**src/rtl/levinson_control_param.sv**
```systemverilog
// levinson_control_param
// Control FSM for the Levinson-Durbin recursion of the LPC datapath.
// Generates one-hot bank selects for r / a / temp and the mux and load
// strobes for q, k and e. The prediction order is a parameter, the divider
// is reached through a start/done handshake, and the block itself has a
// start/busy/done handshake so it can be rerun without a reset.
//
// Optional feature (compile-time macro LEVINSON_STAB_CHECK_EN):
//   adds k_unstable_i / error_o. An unstable reflection coefficient seen
//   with div_done aborts the run straight to DONE without loading k, and
//   raises a sticky error that the next accepted start clears.
//
// Parameter constraints: 2 <= ORDER <= 15, 2**IW > ORDER.

module levinson_control_param #(
    parameter int ORDER = 10,
    parameter int IW    = 4
) (
    input  logic             clk,
    input  logic             reset,
    input  logic             start_i,
    output logic             busy_o,
    output logic             done_o,
    output logic [IW-1:0]    iter_o,
    output logic [ORDER:0]   r_rsel_o,
    output logic [ORDER-1:0] a_rsel_o,
    output logic [ORDER-1:0] a_wsel_o,
    output logic [ORDER-2:0] temp_sel_o,
    output logic             out_sel_o,
    output logic             e_sel_o,
    output logic             q_sel_o,
    output logic             q_load_o,
    output logic             k_load_o,
    output logic             e_load_o,
    output logic             div_start_o,
    input  logic             div_done_i
`ifdef LEVINSON_STAB_CHECK_EN
    ,
    input  logic             k_unstable_i,
    output logic             error_o
`endif
);

    typedef enum logic [3:0] {
        S_IDLE,
        S_INIT,
        S_Q_INIT,
        S_Q_ACC,
        S_DIV_REQ,
        S_DIV_WAIT,
        S_SAVE,
        S_UPD_E,
        S_UPD_A,
        S_NEXT,
        S_DONE
    } state_t;

    // Bit-0 seeds for the one-hot selects; each select is a seed shifted by an index.
    localparam logic [ORDER:0]   R_ONE = (ORDER+1)'(1);
    localparam logic [ORDER-1:0] A_ONE = ORDER'(1);
    localparam logic [ORDER-2:0] T_ONE = (ORDER-1)'(1);
    localparam logic [IW-1:0]    I_ONE = IW'(1);
    localparam logic [IW-1:0]    I_LAST = IW'(ORDER - 1);

    state_t        state_q, state_d;
    logic [IW-1:0] i_q, i_d;   // outer index
    logic [IW-1:0] j_q, j_d;   // inner index (counts down inside each phase)
    logic          k_ok;       // reflection coefficient may be loaded

`ifdef LEVINSON_STAB_CHECK_EN
    logic error_q;

    assign k_ok    = ~k_unstable_i;
    assign error_o = error_q;

    // Sticky stability flag: set on an unstable k, cleared by the next accepted start.
    always_ff @(posedge clk) begin
        if (reset) begin
            error_q <= 1'b0;
        end else if (state_q == S_IDLE && start_i) begin
            error_q <= 1'b0;
        end else if (state_q == S_DIV_WAIT && div_done_i && k_unstable_i) begin
            error_q <= 1'b1;
        end
    end
`else
    assign k_ok = 1'b1;
`endif

    assign iter_o = i_q;

    // State and index registers; synchronous reset aborts any run in progress.
    always_ff @(posedge clk) begin
        if (reset) begin
            state_q <= S_IDLE;
            i_q     <= '0;
            j_q     <= '0;
        end else begin
            state_q <= state_d;
            i_q     <= i_d;
            j_q     <= j_d;
        end
    end

    // Next-state, index updates and Moore-decoded selects/strobes (k_load also needs div_done).
    always_comb begin
        state_d     = state_q;
        i_d         = i_q;
        j_d         = j_q;
        busy_o      = 1'b1;
        done_o      = 1'b0;
        r_rsel_o    = '0;
        a_rsel_o    = '0;
        a_wsel_o    = '0;
        temp_sel_o  = '0;
        out_sel_o   = 1'b0;
        e_sel_o     = 1'b0;
        q_sel_o     = 1'b0;
        q_load_o    = 1'b0;
        k_load_o    = 1'b0;
        e_load_o    = 1'b0;
        div_start_o = 1'b0;

        case (state_q)
            S_IDLE: begin
                busy_o = 1'b0;
                if (start_i) state_d = S_INIT;
            end

            // e <= r[0]; restart the outer loop at i = 0.
            S_INIT: begin
                r_rsel_o = R_ONE;
                e_load_o = 1'b1;
                i_d      = '0;
                state_d  = S_Q_INIT;
            end

            // q <= r[i+1]; the accumulation phase is skipped on the first iteration.
            S_Q_INIT: begin
                r_rsel_o = R_ONE << (i_q + I_ONE);
                q_load_o = 1'b1;
                j_d      = i_q;
                state_d  = (i_q == '0) ? S_DIV_REQ : S_Q_ACC;
            end

            // q accumulates r[j] * a[i-j] for j = i down to 1.
            S_Q_ACC: begin
                r_rsel_o = R_ONE << j_q;
                a_rsel_o = A_ONE << (i_q - j_q);
                q_sel_o  = 1'b1;
                q_load_o = 1'b1;
                j_d      = j_q - I_ONE;
                if (j_q == I_ONE) state_d = S_DIV_REQ;
            end

            S_DIV_REQ: begin
                div_start_o = 1'b1;
                state_d     = S_DIV_WAIT;
            end

            // Wait for the divider; k is captured in the div_done cycle.
            S_DIV_WAIT: begin
                if (div_done_i) begin
                    if (k_ok) begin
                        k_load_o = 1'b1;
                        j_d      = i_q;
                        state_d  = (i_q == '0) ? S_UPD_E : S_SAVE;
                    end else begin
                        state_d = S_DONE;
                    end
                end
            end

            // Copy the current a[] into the temp bank before it is overwritten.
            S_SAVE: begin
                a_rsel_o   = A_ONE << (j_q - I_ONE);
                temp_sel_o = T_ONE << (i_q - j_q);
                j_d        = j_q - I_ONE;
                if (j_q == I_ONE) state_d = S_UPD_E;
            end

            // a[i] <= k and e <= e*(1-k^2) in the same cycle.
            S_UPD_E: begin
                a_wsel_o = A_ONE << i_q;
                e_sel_o  = 1'b1;
                e_load_o = 1'b1;
                j_d      = i_q - I_ONE;
                state_d  = (i_q == '0) ? S_NEXT : S_UPD_A;
            end

            // a[j] <= a[j] - k*temp[j] for j = i-1 down to 0.
            S_UPD_A: begin
                a_rsel_o   = A_ONE << j_q;
                a_wsel_o   = A_ONE << j_q;
                temp_sel_o = T_ONE << j_q;
                out_sel_o  = 1'b1;
                j_d        = j_q - I_ONE;
                if (j_q == '0) state_d = S_NEXT;
            end

            S_NEXT: begin
                if (i_q == I_LAST) begin
                    state_d = S_DONE;
                end else begin
                    i_d     = i_q + I_ONE;
                    state_d = S_Q_INIT;
                end
            end

            S_DONE: begin
                busy_o  = 1'b0;
                done_o  = 1'b1;
                state_d = S_IDLE;
            end

            default: begin
                busy_o  = 1'b0;
                state_d = S_IDLE;
            end
        endcase
    end

endmodule

```
**config.mk**
```make
export PLATFORM = sky130hd
export DESIGN_NAME = levinson_control_param
export DESIGN_NICKNAME = d
export VERILOG_FILES = /design/src/rtl/levinson_control_param.sv
export SDC_FILE = /design/constraint.sdc
export NUM_CORES = 1
export LEC_CHECK = 0
export BUFFER_PORTS_ARGS = -buffer_cell sky130_fd_sc_hd__buf_4
export CORE_ASPECT_RATIO = 1.2
export CORE_MARGIN = 5
export CORE_UTILIZATION = 30
export DETAILED_ROUTE_END_ITERATION = 12
export PLACE_DENSITY = 0.5
export SLEW_MARGIN = 5
export SYNTH_ARGS = -nofsm -noshare
export SYNTH_HDL_FRONTEND = slang
export SYNTH_SLANG_ARGS = --single-unit
```
**constraint.sdc**
```tcl
create_clock -name clk -period 2.7 [get_ports clk]
set_clock_uncertainty 0.2 [all_clocks]
set_input_delay 0 -clock clk [delete_from_list [all_inputs] [get_ports clk]]
set_output_delay 0 -clock clk [all_outputs]
set_load 0.02 [all_outputs]
```
## Word-level counts from Yosys, hierarchy flattened

Index checks and enable logic that the tools add are counted.

- Flip-flop bits (word level): 12
- Input bits: 4
- Output and inout port bits: 53
- Logic and storage cells: 73

- Add/sub/neg operators: 4
- Equality and inequality tests: 18
- Shifts and indexed selects: 8
- Mux-type cells: 28
- Reductions and logical operators: 12

Operators with widths:

| operator | number |
|---|---|
| 4-bit one-hot mux with 10 select lines | 1 |
| 1-bit by 4-bit << shifter with 10-bit output (first input constant) | 4 |
| 11-bit one-hot mux with 3 select lines | 1 |
| 4-bit 2-to-1 mux | 8 |
| 10-bit one-hot mux with 3 select lines | 1 |
| 1-bit by 4-bit << shifter with 11-bit output (first input constant) | 2 |
| 10-bit one-hot mux with 2 select lines | 1 |
| 9-bit one-hot mux with 2 select lines | 1 |
| 1-bit by 4-bit << shifter with 9-bit output (first input constant) | 2 |
| 4-bit by 3-bit equality test with 1-bit output (second input constant) | 4 |
| 4-bit equality test (second input constant) | 4 |
| 4-bit one-hot mux with 4 select lines | 1 |
| 4-bit logical NOT | 3 |
| 1-bit 2-to-1 mux | 12 |
| 2-bit inequality test (second input constant) | 6 |
| 9-bit OR reduction | 1 |
| 4-bit by 1-bit equality test with 1-bit output (second input constant) | 2 |
| 4-bit by 2-bit equality test with 1-bit output (second input constant) | 2 |
| 4-bit one-hot mux with 2 select lines | 1 |
| 4-bit by 1-bit subtractor with 4-bit output (second input constant) | 2 |
| 5-bit AND reduction | 1 |
| 4-bit by 1-bit adder with 4-bit output (second input constant) | 1 |
| 2-bit AND reduction | 2 |
| 4-bit nonzero test | 1 |
| other kinds (5) | 6 |

## Logic depth before layout (Yosys ltp)

Gate-level depths: netlist (run 1).

- Depth after elaboration: 4
- Mapped depth: 8
- Depth with buffers taken out: 7

## Worst setup path before layout (run 1)

Ideal clock, no wire load.

- Path kind: register to output
- Start point: register i_q[0] (netlist: iter_o[0])
- End point: output temp_sel_o[0]
- Arrival: 2.517 ns
- Data required time: 2.500 ns
- Slack: -0.017 ns
- Stages on the path, launching flop included: 9
- Path buffers: 1
- Cells stage by stage: dfxtp_1 > clkbuf_1 > inv_1 > ha_1 > fa_1 > xnor2_1 > a211oi_1 > mux2i_1 > nor2_1

- Word-level cells in the longest chain between the ends: 3

Ends and longest elaborated chain:

| element | line | source |
|---|---|---|
| start: declaration | 66 | `logic [IW-1:0] i_q, i_d;` |
| start signal: assignment | 100 | `i_q <= i_d;` |
| 4-bit subtractor | 177 | `temp_sel_o = T_ONE << (i_q - j_q);` |
| 1-bit by 4-bit << shifter with 9-bit output | 177 |  |
| 9-bit one-hot mux with 2 select lines | 124 | `case (state_q)` |
| end: declaration | 28 | `output logic [ORDER-2:0] temp_sel_o,` |

No other way between the ends.

## Worst setup path after layout (run 1)

- Start point: register j_q[2]
- End point: output a_rsel_o[0]

- Word-level cells in the longest chain between the ends: 3
- Elaborated cells between the ends (all ways): 6
- Those cells by class: add/sub (2); shift (3); mux (1)

Ends and longest elaborated chain:

| element | line | source |
|---|---|---|
| start: declaration | 67 | `logic [IW-1:0] j_q, j_d;` |
| start signal: assignment | 101 | `j_q <= j_d;` |
| 4-bit by 1-bit subtractor with 4-bit output or 4-bit subtractor (tied branches) | 176, 149 |  |
| 1-bit by 4-bit << shifter with 10-bit output (on tied branches) | 176, 149 |  |
| 10-bit one-hot mux with 3 select lines (*) | 124 |  |
| end: declaration | 26 | `output logic [ORDER-1:0] a_rsel_o,` |

Every way passes the cells marked *; elsewhere a longest branch is shown, timed or not.

==> impl_results.md, run 1 <==
* I/O pins at 57
* Chip Height at about 99 µm
* Final TNS setup at 0 ns
* Capturing point of the worst reg2reg path: state_q[2]
* Critical Path End: a_rsel_o[0]
* Hold_sp: div_done_i
* Routed vias/inst at 5.49
* CTS H-tree lvls at 1
* Core area at 6450 µm²
* First-pass GRT wire length at roughly 12 mm
* Leak Pwr at 1.19 nW
* Slew @ Worst Pin at around 0.53 ns
* Layout cell share with drive strength beyond 1 at 27.9%
* Drt first pass iters at 5
* Busiest grt layer: met2
* Startpoint Class: register
* Antenna Cells at 0
* Register area share after synthesis at 12.0%
* Antenna Nets Post-Route at 0
* Syn Nets at 323
* Routed WL per cell at 17.2 µm
* Setup violators final at 0
* Dpl hpwl at 6.14 mm
* CP max FO at 4
* Reg2Reg Setup Slack at 0.45 ns
* Worst-path clk slew at 0.06 ns
* Pre-CTS WS at 0.270 ns
* All-Layer GR Usage at between 10% and 20%
* Yosys cell types at 65
* Num CTS Buffers at 3
* Hold Crit Depth at 6
* Setup ws final at 0.145 ns
* Crit Path Category: register to primary output
* Die width at 84.6 µm
* Final #Nets at just under 400
* R2R cell count at 6
* Critical path data arrival time at 2.36 ns
* Top_reg_cell synth: dfxtp_1
* Syn. warnings at 0
* Syn avg cell area at roughly 6.6 µm²
* Initial cell density of the core at 31.1%
* Area of the die at 8410 µm²
* Max-cap viol count at 0
* CTS root buffer: clkbuf_8
* Minimum clock period at 2.56 ns
* Fill cells at between 600 and 700
* Slew Viols, Final at 0
* Cell area power density at 550 nW/µm²
* Post-synthesis register bit count at 12
* Dpl cell area at 2590 µm²
* Tcrit/Tclk final at 94.6%
* Initial antenna violation count at 0
* Max Clk Rate at 391 MHz
* Status: completed
* DRC violations left at 0
* Placed insts at 446
* Final Hold Vio Count at 0
* Hold WC Path Type: primary input to register
* Via Count at ~2500
* Total gr overflow at 0
* Relative slew slack at roughly 65%
* RSZ-0062 raised after global routing: no
* Buffers on Ports at 56
* Design Area, Final at 2690 µm²
* Clock sink count at 12
* Vias in the first global route at 2400
* Crit path launch: j_q[2]
* Met2 usage at 31.6%
* Most frequent cells in the layout: 76 x buf_4, 51 x nor2_1, 36 x nand2_1, 18 x nor3_1, 15 x a21oi_1
* Synth Instances at 303
* Pwr Total at about 1.5 mW
* Total Wirelength at 7.76 mm
* TritonCTS clock tree: built
* Worst-skew pair later-pin latency at 0.25 ns
* Row cnt at 32
* Peak supply drop at approximately 0.00035 V
* Clk buf depth at 2
* Iter 0 DRT Violations at about 140
* Largest net degree at the start of global routing at 20
* RR Startpoint: state_q[2]
* GR Layer Usage met1 at a little under a quarter
* GR Layer Usage met3 at 2.32%
* Commonest non-fill, non-tap cell in the layout: buf_4
* Area growth syn-to-layout at 34.1%
* RD Place Congestion at a little under 0.9
* Crit end category: primary output
* Worst EP required at approximately 2.5 ns
* Post-synth EDFFs at 0
* Post-route insts no fill at 451
* Synthesized area at roughly 2000 µm²
* Ys async rst share at 0%
==> area by class of cell <==
| type | instances | area (µm²) | share of cell area [%] |
|---|---|---|---|
| Inverter | 17 | 63.8 | 2.38 |
| Clock buffer | 4 | 55.1 | 2.05 |
| Sequential cell | 12 | 241 | 8.99 |
| Timing Repair Buffer | 77 | 581 | 21.6 |
| Multi-Input combinational cell | 256 | 1640 | 61.0 |
| Tap cell | 85 | 106 | 3.96 |
==> power by group <==
part	switching [mW]	internal (mW)	total, mW
clock	0.0759	0.129	0.205
sequential	0.0388	0.204	0.243
combinational	0.619	0.410	1.03
total	0.734	0.743	1.48
==> worst min path at each step <==
stage / to
after floorplan: state_q[2]
after global placement: iter_o[3]
after detailed placement: iter_o[3]
after CTS: j_q[0]
after global routing: j_q[0]
final: j_q[0]
==> metrics by stage <==
step / hold WS, ns / utilization [%]
CTS: 0.0960 / 41.3
global route: 0.133 / 41.7
finish: 0.0975 / 41.7
global placement: 0.0935 / 40.2
detailed placement: 0.0911 / 40.2
floorplan: -0.131 / -
==> sequential cells by signal (all words and copies together), names as in the netlist <==
name and cells:
iter_o 4, j_q 4, state_q 4
==> critical path: stages, from the launching register on <==
cell      delay, ns
dfxtp_1        0.32
inv_2          0.08
ha_2           0.31
and3b_1        0.22
or3_4          0.40
and2_1         0.18
a211oi_2       0.20
buf_4          0.16
o21ai_0        0.09
buf_4          0.17
==> cells in the mapped netlist (all sizes together), types with 3 or more instances <==
cell type | n | area [µm²]
dfxtp | 12 | 240
mux2i | 5 | 50.1
inv | 15 | 56.3
o22ai | 5 | 31.3
nor2 | 51 | 191
a211oi | 4 | 30.0
o21ai | 19 | 95.1
nand2 | 36 | 135
buf | 10 | 58.8
and2 | 3 | 18.8
a21o | 3 | 22.5
nor3 | 20 | 110
xnor2 | 5 | 43.8
a221oi | 4 | 35.0
nand3 | 6 | 30.0
o31ai | 3 | 22.5
ha | 15 | 188
clkbuf | 8 | 30.0
a21oi | 18 | 105
a31oi | 10 | 62.6
a211o | 3 | 27.5
nand2b | 4 | 25.0
==> metal layers <==
layer,up-vias,wire (µm),part of all wire [%]
li1,1226,-,-
met1,1142,3280,42
met2,93,3910,50
met3,15,436,5.6
met4,0,132,1.7
met5,-,0,0
==> logic make-up (layout without fill, tap and decap cells) <==
group                      Yosys count  in the layout  share of synthesized area, %
and+or+nand+nor                    139            139                          32.9
AOI/OAI and AO/OA                   88             88                          30.4
buffers and inverters               35             98                          7.63
adders and majority gates           16             16                          10.4
DFF                                 12             12                          12.0
xor gates and xnor gates             8              8                          4.19
muxes                                5              5                          2.50
==> timing repair <==
action / CTS / global route
endpoints found under the hold margin: 12 / 0
endpoints found under the setup margin: 2 / 10
cloned: 0 / 0
setup buffers: 0 / 0
gates resized for setup: 1 / 9
hold buffers: 1 / 0
(Power assumes the default switching activity.)
==> run 2: changes to the inputs <==
--- a/config.mk
+++ b/config.mk
@@ -8,9 +8,9 @@
 export BUFFER_PORTS_ARGS = -buffer_cell sky130_fd_sc_hd__buf_4
 export CORE_ASPECT_RATIO = 1.2
 export CORE_MARGIN = 5
-export CORE_UTILIZATION = 30
+export CORE_UTILIZATION = 35
 export DETAILED_ROUTE_END_ITERATION = 12
-export PLACE_DENSITY = 0.5
+export PLACE_DENSITY = 0.56
 export SLEW_MARGIN = 5
 export SYNTH_ARGS = -nofsm -noshare
 export SYNTH_HDL_FRONTEND = slang
==> impl_results.md, run 2 (synthesis results as in run 1) <==
* Row cnt at 30
* Register Area at 241 µm²
* Vias in the first global route at 2394
* Initial cell density of the core at a little over a third
* Minimum clock period at about 2.6 ns
* Routed WL per cell at roughly 18 µm
* Worst-path clk slew at 0.06 ns
* Tcrit/Tclk final at 95.0%
* First-pass GRT wire length at 12.3 mm
* Worst EP required at 2.50 ns
* Drt first pass iters at 4
* Crit Path Category: register to primary output
* TritonCTS clock tree: built
* CP max stage cell: a32oi_1
* I/O pins at 57
* CP max FO at 4
* Critical path data arrival time at 2.37 ns
* Num CTS Buffers at 3
* CTS root buffer: clkbuf_8
* Total gr overflow at 0
* Worst-skew pair later-pin latency at ~0.25 ns
* Cell area power density at about 560 nW/µm²
* All-Layer GR Usage at 21.1%
* Status: completed
* Dpl cell area at 2560 µm²
* Core area at 5590 µm²
* Hold WC Path Type: primary input to register
* Peak supply drop at 0.000342 V
* Final Hold Vio Count at 0
* Layout cell share with drive strength beyond 1 at 26.8%
* Relative slew slack at around 64%
* Initial antenna violation count at 0
* Max Clk Rate at between 300 and 400 MHz
* Leak Pwr at between 1 and 1.5 nW
* Pwr Total at 1.48 mW
* Post-CTS Setup Inserts at 0
* Total Wirelength at 7.69 mm
* Largest net degree at the start of global routing at 20
* Setup ws final at 0.135 ns
* Commonest non-fill, non-tap cell in the layout: buf_4
* Startpoint Class: register
* Delay-heaviest family, CP: compound AO/OA/AOI/OAI gates
* Slew @ Worst Pin at 0.535 ns
* Area of the multi-input gates at 1630 µm²
* Pre-CTS WS at 0.358 ns
* Setup violators final at 0
* RD Place Congestion at 0.968
* Via Count at 2499
* Routed vias/inst at between 5 and 6
* DRC violations left at 0
* Slew Viols, Final at 0
* Hold WS at a little under 0.09 ns
* RSZ-0062 raised after global routing: no
* Crit path largest cell delay at 0.40 ns
* Iter 0 DRT Violations at 117
* Fill cells at 594
* Crit path cell chain: inv_1, ha_4, and3b_1, nor2_1, xnor3_1, a32oi_1, o21ai_0, buf_4
* Crit end category: primary output
* Antenna Cells at 0
* Area of the die at 7340 µm²
* Most frequent cells in the layout: 76 x buf_4, 51 x nor2_1, 36 x nand2_1, 18 x nor3_1, 16 x a21oi_1
* Design Area, Final at between 2000 and 3000 µm²
* Buffers on Ports at 56
* Die width at ~79 µm
* Clock sink count at 12
* Antenna Nets Post-Route at 0
* Area growth syn-to-layout at 32.5%
* CP bufs+invs at 2
* CTS H-tree lvls at 1
* Chip Height at 92.8 µm
* Final TNS setup at 0 ns
* Post-route insts no fill at between 400 and 500
* Clk buf depth at 2
* Placed insts at 425
* Max-cap viol count at 0
* Final #Nets at 387
* Dpl hpwl at 6.04 mm
* Fin util at a little under half
==> run 2: worst reg2reg max path: cells and delay by family (launching register included) <==
family | cells | cell delay, ns
simple gates | 2 | 0.70
compound gates | 2 | 0.54
flops | 1 | 0.40
fa+ha+maj | 1 | 0.28
buf+inv | 1 | 0.16
==> run 2: timing repair <==
item,in CTS,in global routing
setup endpoints to repair,0,9
hold endpoints to repair,12,0
hold buffers,1,0
gates resized for setup,0,6
==> run 2: final timing paths <==
| kind | depth (start not counted) | to | from | slack [ns] |
|---|---|---|---|---|
| max | 8 | a_rsel_o[3] | j_q[2] | 0.13 |
| min | 6 | j_q[0] | div_done_i | 0.09 |
| max reg2reg | 6 | iter_o[3] | iter_o[1] | 0.37 |
| min reg2reg | 2 | j_q[1] | j_q[1] | 0.36 |
==> run 2: per-layer routing <==
layer,vias to the layer above,GRT usage (%),share of wire (%)
met1,1176,26.2,41
met2,86,37.4,51
met3,13,1.56,5.3
met5,-,0,0
met4,0,7.74,2.0
li1,1224,-,-
==> run 2: power breakdown <==
group,switching [mW],internal (mW)
logic,0.618,0.404
registers,0.0431,0.204
clock network,0.0804,0.130
==> run 2: cell type report <==
type / instances / share of cell area (%)
Inverter: 17 / 2.41
Tap cell: 64 / 3.02
Multi-Input combinational cell: 256 / 61.5
Clock buffer: 4 / 2.08
Timing Repair Buffer: 77 / 21.9
Sequential cell: 12 / 9.10
==> run 3: changes to the inputs <==
--- a/config.mk
+++ b/config.mk
@@ -10,7 +10,9 @@
 export CORE_MARGIN = 5
 export CORE_UTILIZATION = 35
 export DETAILED_ROUTE_END_ITERATION = 12
+export GPL_ROUTABILITY_DRIVEN = 0
 export PLACE_DENSITY = 0.56
+export SETUP_SLACK_MARGIN = 0.5
 export SLEW_MARGIN = 5
 export SYNTH_ARGS = -nofsm -noshare
 export SYNTH_HDL_FRONTEND = slang
==> impl_results.md, run 3 (synthesis results as in run 1) <==
* Status: completed
* DRC violations left at 0
* Max-cap viol count at 0
* All-Layer GR Usage at 22.3%
* Startpoint Class: register
* Reg2Reg Setup Slack at 0.55 ns
* I/O pins at 57
* Crit end category: primary output
* Critical path data arrival time at 2.25 ns
* Buffers on Ports at 56
* Commonest non-fill, non-tap cell in the layout: buf_4
* Drt first pass iters at 4
* Antenna Cells at 0
* Initial cell density of the core at ~36%
* Routed vias/inst at 5.83
* Cell area power density at 501 nW/µm²
* Area growth syn-to-layout at 67.4%
* Setup ws final at approximately 0.25 ns
* Pre-CTS WS at between 0.15 and 0.2 ns
* Core area at 5590 µm²
* Final Hold Vio Count at 0
* RR Startpoint: iter_o[1]
* Clock sink count at 12
* CP max stage cell: or3_4
* Max Clk Rate at 407 MHz
* TritonCTS clock tree: built
* R2R cell count at 7
* Clk buf depth at 2
* Relative slew slack at 69.7%
* Routed WL per cell at 18.3 µm
* Hold WC Path Type: primary input to register
* Most frequent cells in the layout: 79 x buf_4, 39 x nor2_1, 34 x nand2_1, 17 x buf_6
* Peak supply drop at a little over 0.0004 V
* Worst EP required at 2.50 ns
* Area of the die at 7340 µm²
* Tcrit/Tclk final at 90.9%
* Minimum clock period at 2.45 ns
* Crit path cell chain: inv_2, ha_4, a21o_1, or3_4, and2_4, a211oi_4, o21ai_1, buf_4
* Fill cells at between 500 and 600
* Final #Nets at 411
* Slew Viols, Final at 0
* Hold_sp: div_done_i
* Antenna Nets Post-Route at 0
* Crit path launch: j_q[2]
* CTS H-tree lvls at 1
* Vias in the first global route at 2600
* Initial antenna violation count at 0
* Num CTS Buffers at 3
* Row cnt at 30
* Largest net degree at the start of global routing at 19
* Hold EP: j_q[0]
* RSZ-0062 raised after global routing: yes
* Capturing point of the worst reg2reg path: iter_o[3]
* Worst-path clk slew at 0.06 ns
* CP bufs+invs at 2
* Dpl hpwl at roughly 6.0 mm
* CTS root buffer: clkbuf_8
* Final TNS setup at 0 ns
* Crit path largest cell delay at 0.41 ns
* Delay-heaviest family, CP: compound AO/OA/AOI/OAI gates
* Setup violators final at 0
* Worst-skew pair later-pin latency at roughly 0.24 ns
* Leak Pwr at 1.37 nW
* Die width at 79.0 µm
* Total Wirelength at 8.29 mm
* Slew @ Worst Pin at 0.452 ns
* Iter 0 DRT Violations at 109
* Chip Height at 92.8 µm
* Via Count at 2645
* Total gr overflow at 0
* Register Area at between 200 and 300 µm²
* Crit Path Category: register to primary output
* Area of the multi-input gates at 2030 µm²
* First-pass GRT wire length at 13.3 mm
* CP max FO at 4
* Layout cell share with drive strength beyond 1 at 49.2%
* Hold Crit Depth at 6
## run 3: repair_timing
| action | 4_1_cts | 5_1_grt |
|---|---|---|
| hold endpoints to repair | 12 | 0 |
| gates resized for setup | 63 | 35 |
| pin swaps | 23 | 21 |
| hold buffers | 1 | 0 |
| setup buffers | 16 | 13 |
| gates cloned | 1 | 0 |
| setup endpoints to repair | 45 | 47 |
## run 3: worst max-delay path by stage
stage	endpoint	slack (ns)	cells past startpoint
after floorplan	temp_sel_o[0]	0.36	8
after global placement	a_rsel_o[0]	0.24	8
after detailed placement	a_rsel_o[0]	0.17	8
after CTS	a_rsel_o[0]	0.27	8
after global routing	a_rsel_o[0]	0.15	8
final	a_rsel_o[2]	0.25	8
## run 3: cell type report
type,instances,share of cell area [%]
clock buffer,3,1.23
clock inverter,1,0.112
inverter,17,2.43
multi-input combinational,257,60.5
sequential,12,8.10
tap,64,2.39
timing repair buffer,100,25.2
## run 3: routing by layer
metal | vias to the layer above | global-route usage (%) | wire, µm
li1 | 1282 | - | -
met1 | 1253 | 26.9 | 3400
met2 | 86 | 39.7 | 4150
met3 | 24 | 2.43 | 412
met4 | 0 | 9.03 | 326
met5 | - | 0 | 0
## run 3: through the flow
step | cell area (µm²) | power (mW) | hold slack, ns | instances | util (%)
after floorplan | 2140 | 0.979 | -0.131 | 303 | -
after global placement | 2640 | 1.24 | 0.0969 | 419 | 47.2
after detailed placement | 2640 | 1.24 | 0.101 | 419 | 47.2
after CTS | 3100 | 1.62 | 0.115 | 441 | 55.4
after global routing | 3350 | 1.81 | 0.205 | 454 | 59.9
final | 3350 | 1.68 | 0.112 | 454 | 59.9
## run 3: tightest hold or removal path: stages
cell,delay [ns]
buf_4,0.10
a31oi_1,0.10
nor2_1,0.09
nor2_1,0.10
nand2_1,0.08
a21oi_1,0.05
## run 3: power breakdown
part           leakage, nW  internal (mW)  switching, mW  total [mW]
registers            0.105          0.213         0.0573       0.270
logic                 1.24          0.510          0.723        1.23
clock network       0.0231          0.100         0.0739       0.174
total                 1.37          0.824          0.854        1.68
